==> src/rtl/mips_pkg.sv <==
// mips_pkg: constants shared by the instruction-decode stage.
//   - Opcode values recognised by the main control decode.
//   - ALUOp encodings sent to the execute stage.
//   - Widths and bit positions of the WB / M / EX control bundles.
// No ports; import with "import mips_pkg::*;".
package mips_pkg;

    localparam int DATA_W = 32;
    localparam int NREGS  = 32;

    // Opcodes (instr[31:26])
    localparam logic [5:0] OP_RTYPE = 6'b000000;
    localparam logic [5:0] OP_LW    = 6'b100011;
    localparam logic [5:0] OP_SW    = 6'b101011;
    localparam logic [5:0] OP_BEQ   = 6'b000100;

    // ALUOp encodings
    localparam logic [1:0] ALUOP_ADD   = 2'b00;  // lw / sw address add
    localparam logic [1:0] ALUOP_SUB   = 2'b01;  // beq compare
    localparam logic [1:0] ALUOP_FUNCT = 2'b10;  // R-type, use funct field

    // Control bundle widths
    localparam int WB_W = 2;
    localparam int M_W  = 3;
    localparam int EX_W = 4;

    // WB bundle: {RegWrite, MemtoReg}
    localparam int WB_REGWRITE = 1;
    localparam int WB_MEMTOREG = 0;

    // M bundle: {Branch, MemRead, MemWrite}
    localparam int M_BRANCH   = 2;
    localparam int M_MEMREAD  = 1;
    localparam int M_MEMWRITE = 0;

    // EX bundle: {RegDst, ALUOp[1:0], ALUSrc}
    localparam int EX_REGDST   = 3;
    localparam int EX_ALUOP_HI = 2;
    localparam int EX_ALUOP_LO = 1;
    localparam int EX_ALUSRC   = 0;

endpackage

==> src/rtl/decode_stage_reg_file.sv <==
// reg_file: NREGS x DATA_W register file for the decode stage.
//   Two combinational read ports (rs, rt), one synchronous write port.
//   Register 0 always reads as zero and writes to it are dropped.
//   Optional macro WB_BYPASS_EN: a write in progress is forwarded to a
//   read port addressing the same nonzero register, so the reader sees
//   the new value in the same cycle. Without it the old value is read.
// Ports:
//   clk, rst       clock, synchronous active-high reset (clears all regs)
//   rs_addr/rt_addr read indices; rs_data/rt_data read data
//   we, wr_addr, wr_data  write enable, index, data
module reg_file #(
    parameter int DATA_W = 32,
    parameter int NREGS  = 32,
    parameter int IDX_W  = $clog2(NREGS)
) (
    input  logic              clk,
    input  logic              rst,
    input  logic [IDX_W-1:0]  rs_addr,
    input  logic [IDX_W-1:0]  rt_addr,
    input  logic              we,
    input  logic [IDX_W-1:0]  wr_addr,
    input  logic [DATA_W-1:0] wr_data,
    output logic [DATA_W-1:0] rs_data,
    output logic [DATA_W-1:0] rt_data
);

    logic [DATA_W-1:0] regs [NREGS];
    logic              wr_hit;

    // Index 0 is never a legal write target.
    assign wr_hit = we && (wr_addr != '0);

    always_ff @(posedge clk) begin
        if (rst) begin
            for (int i = 0; i < NREGS; i++) begin
                regs[i] <= '0;
            end
        end else if (wr_hit) begin
            regs[wr_addr] <= wr_data;
        end
    end

    always_comb begin
        rs_data = (rs_addr == '0) ? '0 : regs[rs_addr];
        rt_data = (rt_addr == '0) ? '0 : regs[rt_addr];
`ifdef WB_BYPASS_EN
        if (wr_hit && (wr_addr == rs_addr)) rs_data = wr_data;
        if (wr_hit && (wr_addr == rt_addr)) rt_data = wr_data;
`endif
    end

endmodule

==> src/rtl/decode_stage.sv <==
// decode_stage: instruction-decode stage of a 5-stage MIPS pipeline.
//   Reads rs/rt from the register file, decodes main control from the
//   opcode, sign-extends the immediate and registers everything into the
//   ID/EX latch every cycle (one-cycle latency, no stall).
//   ex_mem_pc_src flushes the control bundles to zero; data still loads.
//   Optional macro WB_BYPASS_EN enables write-through forwarding from the
//   MEM/WB write port into the read data (see reg_file).
// Ports:
//   clk, rst                   clock, synchronous active-high reset
//   if_id_npc, if_id_instr     PC+4 and instruction from fetch
//   ex_mem_pc_src              branch taken -> flush control bundles
//   mem_wb_reg_write/write_reg/write_data  register-file write port
//   id_ex_wb {RegWrite,MemtoReg}, id_ex_m {Branch,MemRead,MemWrite},
//   id_ex_ex {RegDst,ALUOp[1:0],ALUSrc}, id_ex_npc, id_ex_readdat1/2,
//   id_ex_sign_ext, id_ex_instr_2016 (rt), id_ex_instr_1511 (rd)
module decode_stage
    import mips_pkg::*;
#(
    parameter int DATA_W = 32,
    parameter int NREGS  = 32
) (
    input  logic              clk,
    input  logic              rst,
    input  logic [31:0]       if_id_npc,
    input  logic [31:0]       if_id_instr,
    input  logic              ex_mem_pc_src,
    input  logic              mem_wb_reg_write,
    input  logic [4:0]        mem_wb_write_reg,
    input  logic [DATA_W-1:0] mem_wb_write_data,
    output logic [WB_W-1:0]   id_ex_wb,
    output logic [M_W-1:0]    id_ex_m,
    output logic [EX_W-1:0]   id_ex_ex,
    output logic [31:0]       id_ex_npc,
    output logic [DATA_W-1:0] id_ex_readdat1,
    output logic [DATA_W-1:0] id_ex_readdat2,
    output logic [DATA_W-1:0] id_ex_sign_ext,
    output logic [4:0]        id_ex_instr_2016,
    output logic [4:0]        id_ex_instr_1511
);

    logic [5:0]        opcode;
    logic [4:0]        rs, rt, rd;
    logic [DATA_W-1:0] rs_data, rt_data;
    logic [DATA_W-1:0] sign_ext;
    logic [WB_W-1:0]   wb_c;
    logic [M_W-1:0]    m_c;
    logic [EX_W-1:0]   ex_c;

    assign opcode   = if_id_instr[31:26];
    assign rs       = if_id_instr[25:21];
    assign rt       = if_id_instr[20:16];
    assign rd       = if_id_instr[15:11];
    assign sign_ext = {{(DATA_W-16){if_id_instr[15]}}, if_id_instr[15:0]};

    reg_file #(
        .DATA_W (DATA_W),
        .NREGS  (NREGS),
        .IDX_W  (5)
    ) u_reg_file (
        .clk     (clk),
        .rst     (rst),
        .rs_addr (rs),
        .rt_addr (rt),
        .we      (mem_wb_reg_write),
        .wr_addr (mem_wb_write_reg),
        .wr_data (mem_wb_write_data),
        .rs_data (rs_data),
        .rt_data (rt_data)
    );

    // Main control; unknown opcodes decode to a bubble (all zero).
    always_comb begin
        wb_c = '0;
        m_c  = '0;
        ex_c = '0;
        unique case (opcode)
            OP_RTYPE: begin
                ex_c[EX_REGDST]                = 1'b1;
                ex_c[EX_ALUOP_HI:EX_ALUOP_LO]  = ALUOP_FUNCT;
                wb_c[WB_REGWRITE]              = 1'b1;
            end
            OP_LW: begin
                ex_c[EX_ALUOP_HI:EX_ALUOP_LO]  = ALUOP_ADD;
                ex_c[EX_ALUSRC]                = 1'b1;
                m_c[M_MEMREAD]                 = 1'b1;
                wb_c[WB_REGWRITE]              = 1'b1;
                wb_c[WB_MEMTOREG]              = 1'b1;
            end
            OP_SW: begin
                ex_c[EX_ALUOP_HI:EX_ALUOP_LO]  = ALUOP_ADD;
                ex_c[EX_ALUSRC]                = 1'b1;
                m_c[M_MEMWRITE]                = 1'b1;
            end
            OP_BEQ: begin
                ex_c[EX_ALUOP_HI:EX_ALUOP_LO]  = ALUOP_SUB;
                m_c[M_BRANCH]                  = 1'b1;
            end
            default: ;
        endcase
    end

    // ID/EX latch. Flush only zeroes the control word; data fields are
    // don't-care once the control word is zero, so they load normally.
    always_ff @(posedge clk) begin
        if (rst) begin
            id_ex_wb         <= '0;
            id_ex_m          <= '0;
            id_ex_ex         <= '0;
            id_ex_npc        <= '0;
            id_ex_readdat1   <= '0;
            id_ex_readdat2   <= '0;
            id_ex_sign_ext   <= '0;
            id_ex_instr_2016 <= '0;
            id_ex_instr_1511 <= '0;
        end else begin
            id_ex_wb         <= ex_mem_pc_src ? '0 : wb_c;
            id_ex_m          <= ex_mem_pc_src ? '0 : m_c;
            id_ex_ex         <= ex_mem_pc_src ? '0 : ex_c;
            id_ex_npc        <= if_id_npc;
            id_ex_readdat1   <= rs_data;
            id_ex_readdat2   <= rt_data;
            id_ex_sign_ext   <= sign_ext;
            id_ex_instr_2016 <= rt;
            id_ex_instr_1511 <= rd;
        end
    end

endmodule

==> config.mk <==
export PLATFORM = sky130hd
export DESIGN_NAME = decode_stage
export DESIGN_NICKNAME = d
export VERILOG_FILES = /design/src/rtl/mips_pkg.sv /design/src/rtl/decode_stage_reg_file.sv /design/src/rtl/decode_stage.sv
export SDC_FILE = /design/constraint.sdc
export NUM_CORES = 2
export LEC_CHECK = 0
export CAP_MARGIN = 20
export CORE_MARGIN = 2
export CORE_UTILIZATION = 55
export CTS_CLUSTER_DIAMETER = 60
export DETAILED_ROUTE_END_ITERATION = 16
export PLACE_DENSITY = 0.73
export SYNTH_ARGS = -nofsm -noshare
export SYNTH_HDL_FRONTEND = slang
export SYNTH_SLANG_ARGS = --single-unit
==> constraint.sdc <==
create_clock -name clk -period 3.3 [get_ports clk]
set_clock_uncertainty 0.15 [all_clocks]
set_input_delay 0.66 -clock clk [delete_from_list [all_inputs] [get_ports clk]]
set_output_delay 0.66 -clock clk [all_outputs]
set_load 0.02 [all_outputs]
# Word level (Yosys, flattened, before mapping)
# Memory sizes are Yosys's and may differ from the RTL's. A register that Yosys moved wholly into a read port is not among the register bits.
# Index checks and enable logic that the tools add are counted.
[totals]
ff_bits = 67
ram_bits = 1024
in_bits = 105
output_inout_bits = 147
word_cells = 37
memories = 1
[classes]
eq_ne = 3
muxes = 15
n_reduce_logical = 11
[mem_list]
columns = ["memory", "words", "word_bits", "rd", "rd_ports_with_merged_regs", "wr", "line", "text"]
rows = [
  ["u_reg_file.regs", 32, 32, 2, 2, 32, "decode_stage_reg_file.sv:27", "logic [DATA_W-1:0] regs [NREGS];"],
]
[ops]
columns = ["operator", "count"]
rows = [
  ["two-way mux 32 bit", 1],
  ["OR reduction 32 bit", 1],
  ["equality test 6 bit (second input constant)", 2],
  ["two-way mux 1 bit", 12],
  ["zero test 5 bit", 2],
  ["OR reduction 2 bit", 5],
  ["equality test 6 x 3 -> 1 bit (second input constant)", 1],
  ["zero test 6 bit", 1],
  ["two-way mux 5 bit", 1],
  ["nonzero test 5 bit", 1],
  ["case mux 2 bit (2 select lines)", 1],
  ["logical AND 1 bit", 1],
]

# Logic depth before layout (Yosys ltp)
[depth]
depth_word = 7
mapped_depth = 9

# Cells and area by module
# A second synthesis with hierarchy kept.
[hier_totals]
cells_unflattened = 3791
area_unflattened_um2 = 57794.2
[modules_own_cells]
columns = ["mod", "n_inst", "cells_each", "area_per_inst_um2", "seq_area_each_um2"]
rows = [
  ["reg_file", 1, 3502, 54232.0, 30749.5],
  ["decode_stage", 1, 289, 3562.2, 2482.4],
]

# Worst setup path after synthesis
# Ideal clock, no wire load.
[synth_timing]
path_kind = "input to register"
start = "in mem_wb_reg_write"
end = "mem u_reg_file.regs[14][0] (enable)"
setup_time_ns = 0.375
t_arrival_ns = 2.032
path_slack_ns = 0.744
path_stages = 4
path_cell_list = "nor2b_1 -> nand4b_1 -> nor3b_1 -> or2_2"
[synth_lines]
columns = ["element", "line", "text"]
rows = [
  ["start: declaration", "decode_stage.sv:27", "input logic mem_wb_reg_write,"],
  ["end: declaration", "decode_stage_reg_file.sv:27", ""],
]

==> results.sh <==
export IMPL_status="finished, final reports clean"
export IMPL_worstPathMaxFanout=18
export IMPL_chipHeight_um=329
export IMPL_synth_seq_cells=1148
export IMPL_ir_drop_v=0.000491
export IMPL_start_util_pct=55.2
export IMPL_area_growth_pct=17.3
export IMPL_clockBufferDepth=3
export IMPL_ctsResizeCount=0
export IMPL_async_flop_share_pct=0
export IMPL_path_cells="clkdlybuf4s50_1"
export IMPL_netlist_area_um2=58000
export IMPL_hold_viol=0
export IMPL_yosys_area_top_type="edfxtp_1"
export IMPL_synth_ff_type="edfxtp_1"
export IMPL_synthCells=3900
export IMPL_cpMaxStageDelayCell="clkdlybuf4s50_1"
export IMPL_grt_pass1_wl_mm=273
export IMPL_cts_post_setup_buffers_inserted=0
export IMPL_yosysTopAreaCellShare_pct=53.0
export IMPL_antenna_left=0
export IMPL_ys_types=40
export IMPL_max_stage_delay_ns=0.72
export IMPL_dr_pass1_iters=8
export IMPL_worstMarginPinSlew_ns=1.00
export IMPL_overflow=0
export IMPL_holdWs_ns=0.172
export IMPL_rsz0062_at_grt="false"
export IMPL_p_per_area_nw_per_um2=539
export IMPL_critPathArrivalTime_ns=2.18
export IMPL_worstSetupPathType="flip-flop to primary output"
export IMPL_layout_min_cycle_time_ns=2.99
export IMPL_grt_pass1_vias=37192
export IMPL_synth_most_common_cell="edfxtp_1"
export IMPL_hpwl_mm=126
export IMPL_drcViolationCount=0
export IMPL_route_vias_total=38116
export IMPL_cp_end_kind="primary output"
export IMPL_crit_required_ns=2.49
export IMPL_grt_antenna_before_repair=22
export IMPL_numPortBuffers=251
export IMPL_timing_final_crit_share_pct=90.6
export IMPL_std_cell_rows=119
export IMPL_cts_buffers=131
export IMPL_wire_per_inst_um=33.6
export IMPL_drt_total_wl_mm=193
export IMPL_start_kind="flip-flop"
export IMPL_grt_use_total_pct=35.9
export IMPL_die_x_um=329
export IMPL_final_util_pct=64.8
export IMPL_critPathBufInv=1
export IMPL_r2r_slack_ns=0.97
export IMPL_nets=4341
export IMPL_netlist_top_cells_area="edfxtp_1, mux4_2, and2_1, mux2i_1, dfxtp_1"
export IMPL_critPathTopFamily="buffers and inverters"
export IMPL_cts_hold_buffers=0
export IMPL_min_path_type="input port to flip-flop"
export IMPL_worstSkewPairLatency_ns=0.76
export IMPL_synth_common_cells="edfxtp_1, and2_1, mux4_2, mux2i_1, clkbuf_1"
export IMPL_ctsRootBufferMaster="clkbuf_16"
export IMPL_die_area_um2=108000
export IMPL_ys_warn_count=0
export IMPL_route_detailed_vias_per_inst=6.63
export IMPL_clock_sinks=1148
export IMPL_ys_seq_area_share_pct=57.3
export IMPL_clock_fmax_mhz=335
export IMPL_path_clk_slew_ns=0.06
export IMPL_gp_congestion=1.00
export IMPL_ioPinCount=252
export IMPL_drv_cap=0
export IMPL_setup_viol=0
export IMPL_cts_htree_levels=4
export IMPL_cts_tree="yes"
export IMPL_p_leak_uw=0.0247
export IMPL_drt_iter0_drc=5553
export IMPL_relSlewSlack_pct=33.2
export IMPL_synth_edff_count=1024
export IMPL_core_area_um2=105000
export IMPL_grt_max_degree=63
export IMPL_drive_above_1_share_pct=25.6
export IMPL_synth_area_per_cell_um2=14.9
export IMPL_slew_violations=0
## area by class of cell
| cell class | instances | area (µm²) |
|---|---|---|
| sequential | 1148 | 33200 |
| antenna | 11 | 27.5 |
| clock inverter | 78 | 774 |
| timing repair buffer | 585 | 5690 |
| multi-input combinational | 2370 | 22900 |
| clock buffer | 165 | 3610 |
| tap | 1391 | 1740 |
| fill | 7410 | 37000 |
## state kept, by name, summed over array words and instances, names as in the netlist
| name | flops |
|---|---|
| id_ex_readdat1 | 32 |
| id_ex_sign_ext | 15 |
| id_ex_npc | 32 |
| id_ex_readdat2 | 32 |
| id_ex_instr_2016 | 5 |
| id_ex_ex | 4 |
| id_ex_instr_1511 | 1 |
| id_ex_wb | 2 |
| u_reg_file.regs | 1024 |
| id_ex_m | 1 |
## cells by family after synthesis
logic type / after synthesis / synth area share [%]
other: 1 / 0.00647
AND/OR/NAND/NOR: 1336 / 13.9
multiplexers: 772 / 22.5
AO/OA/AOI/OAI: 230 / 2.73
buffers and inverters: 413 / 3.54
flip-flops: 1148 / 57.3
## per-layer routing
| metal | track usage [%] | share of wire (%) | vias up |
|---|---|---|---|
| li1 | - | - | 15343 |
| met1 | 46.2 | 35 | 19396 |
| met2 | 54.2 | 45 | 2897 |
| met3 | 10.6 | 13 | 470 |
| met4 | 22.0 | 7.0 | 10 |
| met5 | 0 | 0.034 | - |
## power by group
group	switching (µW)	total, µW	internal, µW
logic	2640	4670	2030
registers	461	17100	16700
clock network	6090	14800	8760
total	9190	36600	27400
## per-stage QoR
| step | cells | cell area (µm²) | worst slack (ns) | setup TNS (ns) | total power, µW |
|---|---|---|---|---|---|
| 3_3_place_gp | 5494 | 63600 | -0.0703 | -2.66 | 21800 |
| 2_1_floorplan | 3931 | 58100 | 0.744 | 0 | 19700 |
| 3_5_place_dp | 5494 | 63600 | -0.0171 | -0.419 | 21900 |
| 6_report | 5748 | 68000 | 0.311 | 0 | 36600 |
| 4_1_cts | 5737 | 68000 | 0.246 | 0 | 36600 |
| 5_1_grt | 5739 | 68000 | 0.196 | 0 | 37400 |
## final timing paths
| path | startpoint | endpoint | depth (start not counted) |
|---|---|---|---|
| worst max-delay path | id_ex_instr_1511[4] | id_ex_sign_ext[17] | 1 |
| worst min-delay path | if_id_instr[19] | id_ex_instr_2016[3] | 2 |
| worst max register to register | u_reg_file.regs[12][20] | id_ex_readdat1[20] | 5 |
| worst min register to register | u_reg_file.regs[24][16] | id_ex_readdat1[16] | 4 |
## layout by cell type (no fill, tap or decap), drive strengths merged, types with 12 or more instances in the layout
| master | n |
|---|---|
| nand2 | 64 |
| clkbuf | 165 |
| nor2 | 35 |
| a31oi | 22 |
| a211o | 22 |
| nor2b | 72 |
| buf | 347 |
| nor3 | 13 |
| and2 | 999 |
| dfxtp | 124 |
| mux4 | 420 |
| clkdlybuf4s50 | 238 |
| nand3 | 48 |
| a22oi | 64 |
| mux2 | 48 |
| o22ai | 72 |
| mux2i | 304 |
| nand4 | 12 |
| bufinv | 12 |
| edfxtp | 1024 |
| or2 | 70 |
| a21oi | 29 |
| conb | 32 |
| clkinv | 48 |
Note: power is estimated with default switching activity, not from simulation.
